<file path="config.mk">
export PLATFORM = sky130hd
export DESIGN_NAME = bin_stream_mux
export DESIGN_NICKNAME = d
export VERILOG_FILES = /design/src/rtl/bin_stream_mux.sv
export SDC_FILE = /design/constraint.sdc
export NUM_CORES = 1
export LEC_CHECK = 0
export ABC_AREA = 1
export CAP_MARGIN = 10
export CORE_MARGIN = 2
export CORE_UTILIZATION = 38
export CTS_CLUSTER_DIAMETER = 150
export DETAILED_ROUTE_END_ITERATION = 7
export PLACE_DENSITY = 0.83
export SLEW_MARGIN = 20
export SYNTH_ARGS = -nofsm -noshare
export SYNTH_HDL_FRONTEND = slang
export SYNTH_SLANG_ARGS = --single-unit
</file>
<file path="constraint.sdc">
create_clock -name clk_i -period 4.36 [get_ports clk_i]
set_input_delay 0.436 -clock clk_i [delete_from_list [all_inputs] [get_ports clk_i]]
set_output_delay 0.436 -clock clk_i [all_outputs]
set_load 0.005 [all_outputs]
</file>
<file path="src/rtl/bin_stream_mux.sv">
// bin_stream_mux: packet-aware N:1 stream mux with explicit-select or round-robin arbitration
module bin_stream_mux #(
    parameter int NUM_IN = 16,
    parameter int WIDTH  = 8,
    localparam int SEL_W = $clog2(NUM_IN)
) (
    input  logic                    clk_i,
    input  logic                    rst_ni,
    input  logic                    mode_i,
    input  logic [SEL_W-1:0]        sel_i,
    input  logic [NUM_IN*WIDTH-1:0] in_data_i,
    input  logic [NUM_IN-1:0]       in_valid_i,
    input  logic [NUM_IN-1:0]       in_last_i,
    output logic [NUM_IN-1:0]       in_ready_o,
    output logic [WIDTH-1:0]        out_data_o,
    output logic                    out_valid_o,
    output logic                    out_last_o,
    output logic [SEL_W-1:0]        out_chan_o,
    input  logic                    out_ready_i,
    output logic                    busy_o
);
    typedef enum logic {IDLE, LOCKED} state_t;
    state_t           state_q, state_d;
    logic [SEL_W-1:0] lock_q, lock_d, rr_ptr_q, rr_ptr_d, cand;
    logic             cand_ok, load_ok, accept;
    assign busy_o = state_q == LOCKED;
    // candidate: locked channel, else explicit select, else first valid searching up from rr_ptr
    always_comb begin
        int idx;
        idx     = 0;
        cand    = '0;
        cand_ok = 1'b0;
        if (state_q == LOCKED) begin
            cand    = lock_q;
            cand_ok = 1'b1;
        end else if (!mode_i) begin
            cand    = sel_i;
            cand_ok = 32'(sel_i) < NUM_IN;
        end else begin
            for (int i = NUM_IN - 1; i >= 0; i--) begin
                idx = int'(rr_ptr_q) + i;
                if (idx >= NUM_IN) idx = idx - NUM_IN;
                if (in_valid_i[idx]) begin
                    cand    = SEL_W'(idx);
                    cand_ok = 1'b1;
                end
            end
        end
    end
    // handshake and next-state: ready only toward the candidate, lock on non-last beats
    always_comb begin
        load_ok    = !out_valid_o || out_ready_i;
        in_ready_o = (rst_ni && cand_ok && load_ok) ? (NUM_IN'(1) << cand) : '0;
        accept     = in_valid_i[cand] && in_ready_o[cand];
        state_d    = state_q;
        lock_d     = lock_q;
        rr_ptr_d   = rr_ptr_q;
        if (accept) begin
            state_d = in_last_i[cand] ? IDLE : LOCKED;
            lock_d  = cand;
            if (in_last_i[cand]) rr_ptr_d = (32'(cand) == NUM_IN - 1) ? '0 : cand + 1'b1;
        end
    end
    // state, lock and round-robin pointer registers
    always_ff @(posedge clk_i or negedge rst_ni) begin
        if (!rst_ni) begin
            state_q  <= IDLE;
            lock_q   <= '0;
            rr_ptr_q <= '0;
        end else begin
            state_q  <= state_d;
            lock_q   <= lock_d;
            rr_ptr_q <= rr_ptr_d;
        end
    end
    // output register: load on acceptance, drop valid when drained with nothing new
    always_ff @(posedge clk_i or negedge rst_ni) begin
        if (!rst_ni) begin
            out_valid_o <= 1'b0;
            out_data_o  <= '0;
            out_last_o  <= 1'b0;
            out_chan_o  <= '0;
        end else if (accept) begin
            out_valid_o <= 1'b1;
            out_data_o  <= in_data_i[int'(cand)*WIDTH +: WIDTH];
            out_last_o  <= in_last_i[cand];
            out_chan_o  <= cand;
        end else if (load_ok) begin
            out_valid_o <= 1'b0;
        end
    end
endmodule

</file>
======== After elaboration in Yosys (flattened, before gate mapping) ========
Index checks and enable logic that the tools add are counted.
W data, S select, Z words.
cells by class
  div/mod/pow operators ................... 0
  bitwise operators ....................... 0
  shifts and indexed selects .............. 2
  $lt $le $gt $ge ......................... 33
  multiply operators ...................... 0
  multiplexer cells ....................... 143
  add/sub/neg operators ................... 32
  eq/ne operators ......................... 1
  reductions and logical operators ........ 7
operator list
  kind                    count
  $mux W32                48
  $lt A32 B6 Y1 const B   16
  $shiftx A128 B8 Y8      1
  $sub A5 B5 Y6 const B   15
  $bmux W1 S4             19
  $mux W4                 19
  $ge A5 B5 Y1 const B    15
  $mux W1                 56
  $add A4 B4 Y5 const B   8
  $add A4 B3 Y5 const B   4
  $mux W16                1
  $shl A1 B4 Y16 const A  1
  $add A4 B2 Y5 const B   2
  $sub A4 B5 Y6 const B   1
  $add A4 B1 Y5 const B   1
  $ge A4 B5 Y1 const B    1
  $lt A4 B5 Y1 const B    1
  $add A4 B1 Y4 const B   1
  $eq A4 B4 Y1 const B    1
  $logic_and A1 B1 Y1     3
  $reduce_and A2 Y1       1
  $reduce_bool A2 Y1      1
  $logic_not A1 Y1        1
  $logic_or A1 B1 Y1      1
word-level totals
  bits in writable memories ............... 0
  memory bits (read-only) ................. 0
  register bits after elaboration ......... 19
  latch bits .............................. 0
  output and inout port bits .............. 31
  bits of input ports ..................... 168
  memories ................................ 0

======== Longest topological paths before layout ========
Gate-level depths: netlist of the first run.
  depth in word-level cells ............... 33
  mapped depth ............................ 43

======== Least setup slack after synthesis of the first run ========
No wires, ideal clock.
  path kind ............................... register -> register
  start ................................... register rr_ptr_q[0]
  end ..................................... register out_data_o[5]
  arrival time ............................ 4273 ps
  setup slack ............................. 22 ps
  period minus slack after synthesis ...... 4338 ps
  required time ........................... 4295 ps
  stages on the path, launching flop included .. 44
  cells stage by stage .................... dfrtp_1 inv_2 buf_2 buf_1 ha_1 inv_1 buf_2 nand3_1 nand3_1 nand2_1 nand2_2 nand2_4 inv_2 nand3_1 nand3_1 nand2_1 nand2_1 nand2_1 (+8 left out) nand2_1 nand2_1 nand2_1 nand2_2 inv_1 clkbuf_1 buf_2 ha_1 inv_1 o211ai_1 nand3_1 nand2_1 nand2_1 nand2_2 buf_6 buf_6 nand3_1 nand2_1
on the way
  longest elaborated chain between the ends .. 32
  elaborated cells on any way between the ends .. 189
  those cells by class .................... 31 x add/sub; 16 x order compare; 2 x shift; 137 x mux; 3 x reduce/logical
RTL lines
  element                                        RTL line  text
  start: declaration                             24        logic [SEL_W-1:0] lock_q, lock_d, rr_ptr_q, rr_ptr_d, cand;
  start signal: assignment                       73        rr_ptr_q <= rr_ptr_d;
  $add A4 B4 Y5                                  41        idx = int'(rr_ptr_q) + i;
  $sub A5 B5 Y6 or $ge A5 B5 Y1 (tied branches)  42        if (idx >= NUM_IN) idx = idx - NUM_IN;
  $mux W32                                       42
  $mux W32                                       36        end else if (!mode_i) begin
  $mux W32                                       33        if (state_q == LOCKED) begin
  $bmux W1 S4                                    43        if (in_valid_i[idx]) begin
  $mux W1 (implied by the code) (2 in series)    43
  $mux W1 (16 in series)                         43
  $mux W1                                        36
  $mux W1                                        33
  $logic_and A1 B1 Y1 (2 in series)              53        in_ready_o = (rst_ni && cand_ok && load_ok) ? (NUM_IN'(1) << cand) : '0;
  $mux W16                                       53
  $bmux W1 S4                                    54        accept = in_valid_i[cand] && in_ready_o[cand];
  $mux W1 (implied by the code)                  54
  $logic_and A1 B1 Y1                            54
  end signal: assignment                         85        out_data_o <= in_data_i[int'(cand)*WIDTH +: WIDTH];
  end: declaration                               15        output logic [WIDTH-1:0] out_data_o,
Several ways; a longest one is shown, not always the timed one. The select of a mux whose other input is x is not followed.
A chain may end at the register's enable or synchronous reset.

======== Worst setup path after layout of the first run ========
  start ................................... register rr_ptr_q[0]
  end ..................................... output port in_ready_o[7]
on the way
  longest elaborated chain between the ends .. 29
  elaborated cells on any way between the ends .. 183
  those cells by class .................... 31 x add/sub; 16 x order compare; 1 x shift; 133 x mux; 2 x reduce/logical
RTL lines
  element                                        RTL line  text
  $add A4 B4 Y5                                  41
  $sub A5 B5 Y6 or $ge A5 B5 Y1 (tied branches)  42
  $mux W32                                       42
  $mux W32                                       36
  $mux W32                                       33
  $bmux W1 S4                                    43
  $mux W1 (implied by the code) (2 in series)    43
  $mux W1 (16 in series)                         43
  $mux W1                                        36
  $mux W1                                        33
  $logic_and A1 B1 Y1 (2 in series)              53
  $mux W16 (*)                                   53
  end: declaration                               14        output logic [NUM_IN-1:0] in_ready_o,
Mark *: on every way between the ends. The rest lies on a longest branch, timed or not. The select of a mux whose other input is x is not followed.

==> results.md, run 1 <==
- Area growth from synthesis to layout: 73.1%
- Most frequent cells in the layout: nand2_1, clkdlybuf4s50_1, nand3_1
- Final Max Slew Viols: 0
- Setup tns final: 0 ps
- Slowest-stage cell, CP: dfrtp_1
- Initial antenna violation count: 0
- Synth area leader: nand2_1
- Status: completed
- Share of synthesized registers carrying an async set or reset: 1.00
- Final-stage net count: 1254
- Prevailing post-synth register cell: dfrtp_1
- CTS root buffer: clkbuf_8
- Register area: 475 sq um
- Largest cells by area after synthesis: nand2_1, nand3_1, dfrtp_1
- Horiz. Die Dim: 108 um
- # fillers: 975
- DP Worst Slack: 116 ps
- DR DRC count: 0
- Yosys warns: 0
- Critical Path Fanout Max: 7
- Ports: 199
- Buf/Inv on CP: 6
- Syn_area_per_cell: 5.01 sq um
- Final setup viols: 0
- First-pass GRT wire length: 28400 um
- Clock Path Buffers: 2
- Average via count per standard cell: 5.26
- Pin count of the biggest net entering global routing: 30
- Post-synth EDFFs: 0
- Layout cell share with drive strength beyond 1: 0.149
- Avg WL per Cell: 15.4 um
- Worst Path Arrival: 3700 ps
- Port bufs: 198
- Clk slew on worst S/H paths: 70 ps
- Crit-path max cell delay: 440 ps
- Post-synthesis cell type count: 35
- Final ANT Viol Nets: 0
- Vias in the first global route: 5902
- Final RePlAce weighted congestion: 1.03
- Period minus WS final: 4130 ps
- Die Footprint: 11700 sq um
- CTS H-tree depth: 1
- Leak: 3.69 nW
- Crit path kind: reg2out
- Hold Vio Cnt, Final: 0
- Synthesized Nets: 1003
- Ant. Diodes: 0
- DRT Pass-1 Iters: 7
- Initial Utilization: 0.385
- Post-synth top area share: 0.368
- Leading cell type in the layout, fill and taps excluded: nand2_1
- Row Count: 38
- Total grt overflow: 0
- Rel. slew slack: 0.714
- Max-Cap Viols: 0
- Yosys reg bits: 19
- Crit share post-route: 0.948
- CTS tree: built
- DRT iter0 DRCs: 416
- Max Fclk: 242 MHz
- Sequential-to-total area share from yosys stat: 0.115
- Cells after Synth: 826
- Drt total wl: 18800 um
- Crit start category: register
- Clk sink count: 19
- Power per cell area: 972 nW/um^2
- CP delay by family, top: simple AND/OR/NAND/NOR gates
- CTS buffer count: 3
- Worst skew pair latency: 250 ps
- Core ar.: 10700 sq um
- Vias: 6391
- Synth Cell Area: 4140 sq um
- Worst setup EP type: output port
- Skew final: 5.52 ps
- Gr usage total: 0.307
- Worst Hold Class: reg2reg
- VDD IR max: 0.571 mV
- Worst slew pin tran: 429 ps
- Multi-input logic area: 3420 sq um
- Most frequent CP cell: nand2_1
- Worst setup margin: 226 ps
- Required @ worst endpoint: 3920 ps
- Die H: 108 um
- HPWL after DPL: 14900 um
[flip-flops by register name (all words and copies together), names as in the netlist]
name	cells
busy_o	1
out_chan_o	4
out_data_o	8
out_last_o	1
out_valid_o	1
rr_ptr_q	4
[worst min-delay path, cell delays in order, from the launching register on]
cell and delay [ps]:
dfrtp_1 350, nand2_1 50, nand2_1 50
[path summary, 6_finish.rpt]
| check | startpoint | end | slack, ps | cells past startpoint |
|---|---|---|---|---|
| hold / removal | out_last_o | out_last_o | 480 | 2 |
| max in group asynchronous | rst_ni | rr_ptr_q[0] | 3640 | 2 |
| setup / recovery | rr_ptr_q[0] | in_ready_o[7] | 230 | 32 |
| setup reg to reg | rr_ptr_q[0] | out_data_o[4] | 230 | 39 |
| hold reg to reg | out_last_o | out_last_o | 480 | 2 |
| min in group asynchronous | rst_ni | out_valid_o | 510 | 2 |
[through the flow]
stage	util	hold slack (ps)	total power, W	cell area, sq um	instances
floorplan	-	140	0.00406	4140	826
global placement	0.612	464	0.00599	6580	1186
detailed placement	0.612	467	0.00600	6580	1186
CTS	0.621	484	0.00621	6680	1194
global route	0.667	504	0.00767	7170	1216
finish	0.667	481	0.00697	7170	1216
[per-layer routing]
layer,share of wire,vias to the layer above,GRT usage
met2,0.51,327,0.570
met5,0,-,0
met3,0.073,77,0.0350
met4,0.054,0,0.133
met1,0.36,2824,0.353
li1,-,3163,-
[synthesized netlist by cell type (4+ instances only)]
library cell  count
nand3_1         117
o21ai_1           4
nand2_2          11
o21ai_0           5
a21oi_1          58
inv_2             9
a22oi_1           5
inv_1            51
nor2_1           39
buf_2            21
ha_1              9
buf_6             5
nand4_1          21
dfrtp_1          19
nand2_1         406
nand3b_1          9
clkbuf_1          8
[final cells by class]
class	instances	area share
multi-input cells	708	0.477
repair buffers	284	0.392
flip-flops and latches	19	0.0663
inverters	61	0.0340
well taps	140	0.0244
clock buffers	4	0.00628
[power breakdown]
group          switching (W)  internal [W]
Sequential         0.0000836      0.000263
Clock              0.0000560     0.0000649
Combinational        0.00383       0.00267
[repair_timing]
| item | 4_1_cts | 5_1_grt |
|---|---|---|
| cloned | 0 | 2 |
| pin swaps | 1 | 20 |
| endpoints found under the setup margin | 16 | 35 |
| setup buffers | 4 | 20 |
| resized for setup | 13 | 84 |
| hold buffers | 0 | 0 |
[cells by family (layout without fill, tap and decap cells)]
logic type / after synthesis / in the layout / synth area share
flops: 19 / 19 / 0.115
simple gates: 614 / 614 / 0.630
buf+inv: 99 / 349 / 0.108
fa+ha+maj: 9 / 9 / 0.0272
xor+xnor: 6 / 6 / 0.0145
compound gates: 79 / 79 / 0.106
Power figures use the tool's default switching activity.
==> run 2: changes to the inputs <==
--- a/config.mk
+++ b/config.mk
@@ -8,10 +8,10 @@
 export ABC_AREA = 1
 export CAP_MARGIN = 10
 export CORE_MARGIN = 2
-export CORE_UTILIZATION = 38
+export CORE_UTILIZATION = 43
 export CTS_CLUSTER_DIAMETER = 150
 export DETAILED_ROUTE_END_ITERATION = 7
-export PLACE_DENSITY = 0.83
+export PLACE_DENSITY = 0.88
 export SLEW_MARGIN = 20
 export SYNTH_ARGS = -nofsm -noshare
 export SYNTH_HDL_FRONTEND = slang
==> constraint.sdc (replaced) <==
create_clock -name clk_i -period 3.95 [get_ports clk_i]
set_input_delay 0.395 -clock clk_i [delete_from_list [all_inputs] [get_ports clk_i]]
set_output_delay 0.395 -clock clk_i [all_outputs]
set_load 0.005 [all_outputs]
==> results.md, run 2 (synthesized netlist as in run 1, its figures left out) <==
- Status: finished with violations
- Avg WL per Cell: 19.3 um (+25%)
- Routing usage on met2: 0.677 (+0.107)
- Failing checks: DRC, setup timing
- Row Count: 35 (-7.9%)
- DRT iter0 DRCs: 876 (+110%)
- Dpl cell area: 6880 sq um (+4.5%)
- Port bufs: 198 (unchanged)
- Worst setup margin: -443 ps (-669 ps)
- Die Footprint: 10400 sq um (-11%)
- Worst slew pin tran: 577 ps (+148 ps)
- Clock Path Buffers: 2 (unchanged)
- Final RePlAce weighted congestion: 1.05 (+1.8%)
- Clk slew on worst S/H paths: 80 ps (about the same)
- Crit share post-route: 1.11
- Rel. slew slack: 0.615 (-0.0987)
- DR DRC count: 6 (+6)
- Worst skew pair latency: 260 ps (about the same)
- Worst Hold Class: in2async
- Top reg by flops: out_data_o
- Average via count per standard cell: 6.02 (+15%)
- Multi-input logic area: 3830 sq um (+12%)
- First-pass GRT wire length: 31500 um (+11%)
- Horiz. Die Dim: 102 um (-5.8%)
- Drt total wl: 24100 um (+29%)
- Max Fclk: 228 MHz
- Gr usage total: 0.385 (+0.0776)
- Final ANT Viol Nets: 0 (unchanged)
- Initial antenna violation count: 0 (unchanged)
- Met3 Usage GRT: 0.0602 (+0.0252)
- Most frequent CP cell: nand2_1
- Final setup viols: 35 (+35)
- Vias: 7526 (+18%)
- Core ar.: 9280 sq um (-14%)
- CTS root buffer: clkbuf_8
- Unrepaired setup endpoints after global routing: yes
- Initial Utilization: 0.446 (+0.0607)
- Area growth from synthesis to layout: 90.1%
- Total grt overflow: 0 (unchanged)
- Max FFs per register: 8 (unchanged)
- Required @ worst endpoint: 4130 ps (+210 ps)
- Ports: 199 (unchanged)
- Leading cell type in the layout, fill and taps excluded: nand2_1
- CTS H-tree depth: 1 (unchanged)
- CTS tree: built
- DRT Pass-1 Iters: 8 (+1)
- Crit-path max cell delay: 420 ps (-20 ps)
- Worst Path Arrival: 4570 ps (+870 ps)
- Final Max Slew Viols: 0 (unchanged)
- Max-Cap Viols: 0 (unchanged)
- Crit start category: register
- Met1 usage: 0.425 (+0.0714)
- CTS buffer count: 3 (unchanged)
- Design area: 7870 sq um (+9.8%)
- Final-stage net count: 1299 (+3.6%)
- Hold Vio Cnt, Final: 0 (unchanged)
- Vias in the first global route: 6714 (+14%)
- # fillers: 558 (-43%)
- DP Worst Slack: -205 ps (-321 ps)
- Critical Path Fanout Max: 8 (+1)
- Ant. Diodes: 0 (unchanged)
- Register area: 475 sq um (unchanged)
- Biggest regs: out_data_o (8), out_chan_o (4), rr_ptr_q (4)
- Skew final: 5.81 ps (+0.296 ps)
- HPWL after DPL: 15700 um (+5.5%)
- Most frequent cells in the layout: nand2_1, clkdlybuf4s50_1, buf_4
- Clk sink count: 19 (unchanged)
- Layout cell share with drive strength beyond 1: 0.267 (+0.118)
- Die H: 102 um (-5.8%)
- Slowest-stage cell, CP: dfrtp_1
- Period minus WS final: 4390 ps
- Pin count of the biggest net entering global routing: 29 (-3.3%)
- Gr busiest metal: met2
- Crit path kind: reg2reg
- Worst setup EP type: register
run 2: what timing repair did:
item / 4_1_cts / 5_1_grt
hold buffers: 0 / 0
gates cloned: 2 / 1
gates resized for setup: 107 / 160
buffers inserted: 15 / 13
pin swaps: 20 / 52
setup endpoints to repair: 35 / 35
run 2: path summary, 6_finish.rpt:
path,start,endpoint,slack [ps],cells past startpoint
setup / recovery,rr_ptr_q[1],rr_ptr_q[0],-440,37
max in group asynchronous,rst_ni,out_chan_o[1],3260,2
min in group clk_i,out_data_o[4],out_data_o[4],480,2
setup reg to reg,rr_ptr_q[1],rr_ptr_q[0],-440,37
hold / removal,rst_ni,busy_o,480,2
hold reg to reg,out_data_o[4],out_data_o[4],480,2
run 2: layer usage:
| layer | wire length, um | vias to the layer above | share of wire |
|---|---|---|---|
| li1 | - | 3253 | - |
| met4 | 2390 | 0 | 0.099 |
| met3 | 2920 | 241 | 0.12 |
| met5 | 0 | - | 0 |
| met1 | 7800 | 3293 | 0.32 |
| met2 | 11000 | 739 | 0.46 |
run 2: through the flow:
stage | hold slack (ps) | setup TNS, ps | utilization | std cells
6_report | 477 | -10820 | 0.848 | 1250
5_1_grt | 511 | -17100 | 0.848 | 1250
4_1_cts | 479 | -107 | 0.777 | 1236
3_5_place_dp | 465 | -4370 | 0.741 | 1216
3_3_place_gp | 464 | -3470 | 0.741 | 1216
2_1_floorplan | 99.4 | 0 | - | 826
run 2: area by class of cell:
| cell class | instances | share of cell area |
|---|---|---|
| Multi-Input combinational cell | 708 | 0.487 |
| Timing Repair Buffer | 328 | 0.392 |
| Sequential cell | 19 | 0.0604 |
| Inverter | 61 | 0.0340 |
| Tap cell | 129 | 0.0205 |
| Clock buffer | 3 | 0.00525 |
| Timing Repair inverter | 1 | 0.000954 |
| Clock inverter | 1 | 0.000636 |
run 2: worst max-delay path, delay by kind of cell, from the launching register on:
family	cells	cell delay, ps
AO/OA/AOI/OAI	1	40
XOR/XNOR	1	380
adder cells (fa/ha/maj)	1	240
buffers and inverters	4	500
flip-flops	1	420
AND/OR/NAND/NOR	30	2710
Power of run 2 is left out: the tool's default activity adds up to more than one toggle a clock period on the data nets, which glitch-free logic cannot reach.
==> run 3: changes to the inputs <==
--- a/config.mk
+++ b/config.mk
@@ -12,6 +12,7 @@
 export CTS_CLUSTER_DIAMETER = 150
 export DETAILED_ROUTE_END_ITERATION = 7
 export PLACE_DENSITY = 0.88
+export SETUP_SLACK_MARGIN = 0.3
 export SLEW_MARGIN = 20
 export SYNTH_ARGS = -nofsm -noshare
 export SYNTH_HDL_FRONTEND = slang
==> results.md, run 3 (synthesized netlist as in run 1, its figures left out) <==
- Crit share post-route: 1.10 (-0.0110)
- Row Count: 35 (unchanged)
- Final Max Slew Viols: 0 (unchanged)
- Final-stage net count: 1309 (+0.77%)
- Hold Vio Cnt, Final: 0 (unchanged)
- Die Footprint: 10400 sq um (unchanged)
- # fillers: 547 (-2.0%)
- CTS buffer count: 3 (unchanged)
- Dpl cell area: 6770 sq um (-1.5%)
- DRT iter0 DRCs: 818 (-6.6%)
- Vias: 7682 (+2.1%)
- Design area: 7900 sq um (+0.30%)
- Biggest regs: out_data_o (8), out_chan_o (4), rr_ptr_q (4)
- HPWL after DPL: 15600 um (-1.0%)
- Most frequent cells in the layout: nand2_1, clkdlybuf4s50_1, buf_4
- Most frequent CP cell: nand2_1
- Max Fclk: 230 MHz (+1.0%)
- Critical Path Fanout Max: 5 (-3)
- Worst R2R Setup Slack: -370 ps (+70 ps)
- Clk sink count: 19 (unchanged)
- Core ar.: 9280 sq um (unchanged)
- Layout cell share with drive strength beyond 1: 0.271 (+0.00383)
- Initial antenna violation count: 1 (+1)
- Crit start category: register
- Die H: 102 um (unchanged)
- Clock Path Buffers: 2 (unchanged)
- Final ANT Viol Nets: 0 (unchanged)
- Worst setup margin: -399 ps (+43.6 ps)
- Top reg by flops: out_data_o
- Unrepaired setup endpoints after global routing: yes
- Worst setup EP type: output port
- CTS H-tree depth: 1 (unchanged)
- Max FFs per register: 8 (unchanged)
- DRT Pass-1 Iters: 8 (unchanged)
- Port bufs: 198 (unchanged)
- Failing checks: DRC, setup timing
- Avg WL per Cell: 20.1 um (+4.0%)
- Average via count per standard cell: 6.09 (+1.2%)
- Slowest-stage cell, CP: dfrtp_2
- Initial Utilization: 0.446 (unchanged)
- Status: finished with violations
- Non-Filler Instances: 1261 (+0.88%)
- Finished Core Util: 0.850 (+0.00256)
- Gr usage total: 0.421 (+0.0359)
- Skew final: 1.97 ps (-3.84 ps)
- Total grt overflow: 0 (unchanged)
- Horiz. Die Dim: 102 um (unchanged)
- Worst Hold Class: in2async
- Worst slew pin tran: 579 ps (+1.75 ps)
- Clk slew on worst S/H paths: 70 ps (about the same)
- Worst skew pair latency: 260 ps (about the same)
- Area growth from synthesis to layout: 90.6%
- Ports: 199 (unchanged)
- Vias in the first global route: 6984 (+4.0%)
- Rel. slew slack: 0.614 (-0.00117)
- Period minus WS final: 4350 ps (-43.6 ps)
- R2R depth: 34 (-8.1%)
- Crit path kind: reg2out
- DR DRC count: 3 (-3)
- CTS root buffer: clkbuf_8
- Crit-path max cell delay: 470 ps (+50 ps)
- CTS tree: built
- Leading cell type in the layout, fill and taps excluded: nand2_1
- Hold-fix buffers, CTS: 0 (unchanged)
- Pin count of the biggest net entering global routing: 33 (+14%)
- Final RePlAce weighted congestion: 1.05 (+0.53%)
- First-pass GRT wire length: 34200 um (+8.6%)
- Placed cell count: 1196 (-1.6%)
- Max-Cap Viols: 0 (unchanged)
- Final setup viols: 35 (unchanged)
- Worst Path Arrival: 3950 ps (-620 ps)
- Drt total wl: 25300 um (+4.9%)
- Required @ worst endpoint: 3560 ps (-570 ps)
-- run 3: cell types whose count changed in the layout (fill, tap and decap cells not counted), sizes merged --
cell      delta
buf         +12
bufbuf       +1
clkbuf       -2
clkinvlp     -2
diode        +1
inv          +1
-- run 3: critical path, delay by kind of cell (launching register included) --
family / cells / cell delay [ps]
AND/OR/NAND/NOR: 21 / 1840
buffers and inverters: 6 / 730
flip-flops: 1 / 470
AO/OA/AOI/OAI: 3 / 440
adder cells (fa/ha/maj): 1 / 210
-- run 3: area by class of cell --
cell class                      count  area (sq um)  share of cell area
Clock buffer                        3          41.3             0.00523
Timing Repair Buffer              339          3150               0.399
Clock inverter                      1          5.00            0.000634
Sequential cell                    19           478              0.0605
Antenna cell                        1          2.50            0.000317
Inverter                           61           269              0.0341
Multi-Input combinational cell    708          3790               0.480
Tap cell                          129           161              0.0204
-- run 3: metrics by stage --
stage	setup WS [ps]	hold WS, ps	setup TNS, ps
after global routing	-683	508	-17750
after CTS	131	474	0
after floorplan	188	99.4	0
final	-399	475	-9780
after global placement	-124	457	-1140
after detailed placement	-122	468	-1110
-- run 3: layer usage --
| metal | vias up | GRT usage | part of all wire |
|---|---|---|---|
| met5 | - | 0 | 0 |
| met4 | 0 | 0.287 | 0.10 |
| met3 | 270 | 0.0814 | 0.12 |
| met2 | 786 | 0.738 | 0.45 |
| met1 | 3353 | 0.456 | 0.32 |
| li1 | 3273 | - | - |
-- run 3: repair_timing --
item / CTS / global route
resized for setup: 177 / 69
endpoints found under the setup margin: 35 / 35
cloned: 3 / 0
pin swaps: 68 / 30
buffers inserted: 40 / 17
-- run 3: path summary, 6_finish.rpt --
kind,from,end
worst max register to register,rr_ptr_q[1],out_data_o[2]
worst min-delay path,rst_ni,busy_o
max in group asynchronous,rst_ni,rr_ptr_q[0]
min in group clk_i,out_data_o[4],out_data_o[4]
worst min register to register,out_data_o[4],out_data_o[4]
worst max-delay path,rr_ptr_q[1],in_ready_o[10]
Power of run 3 is left out for the same reason.
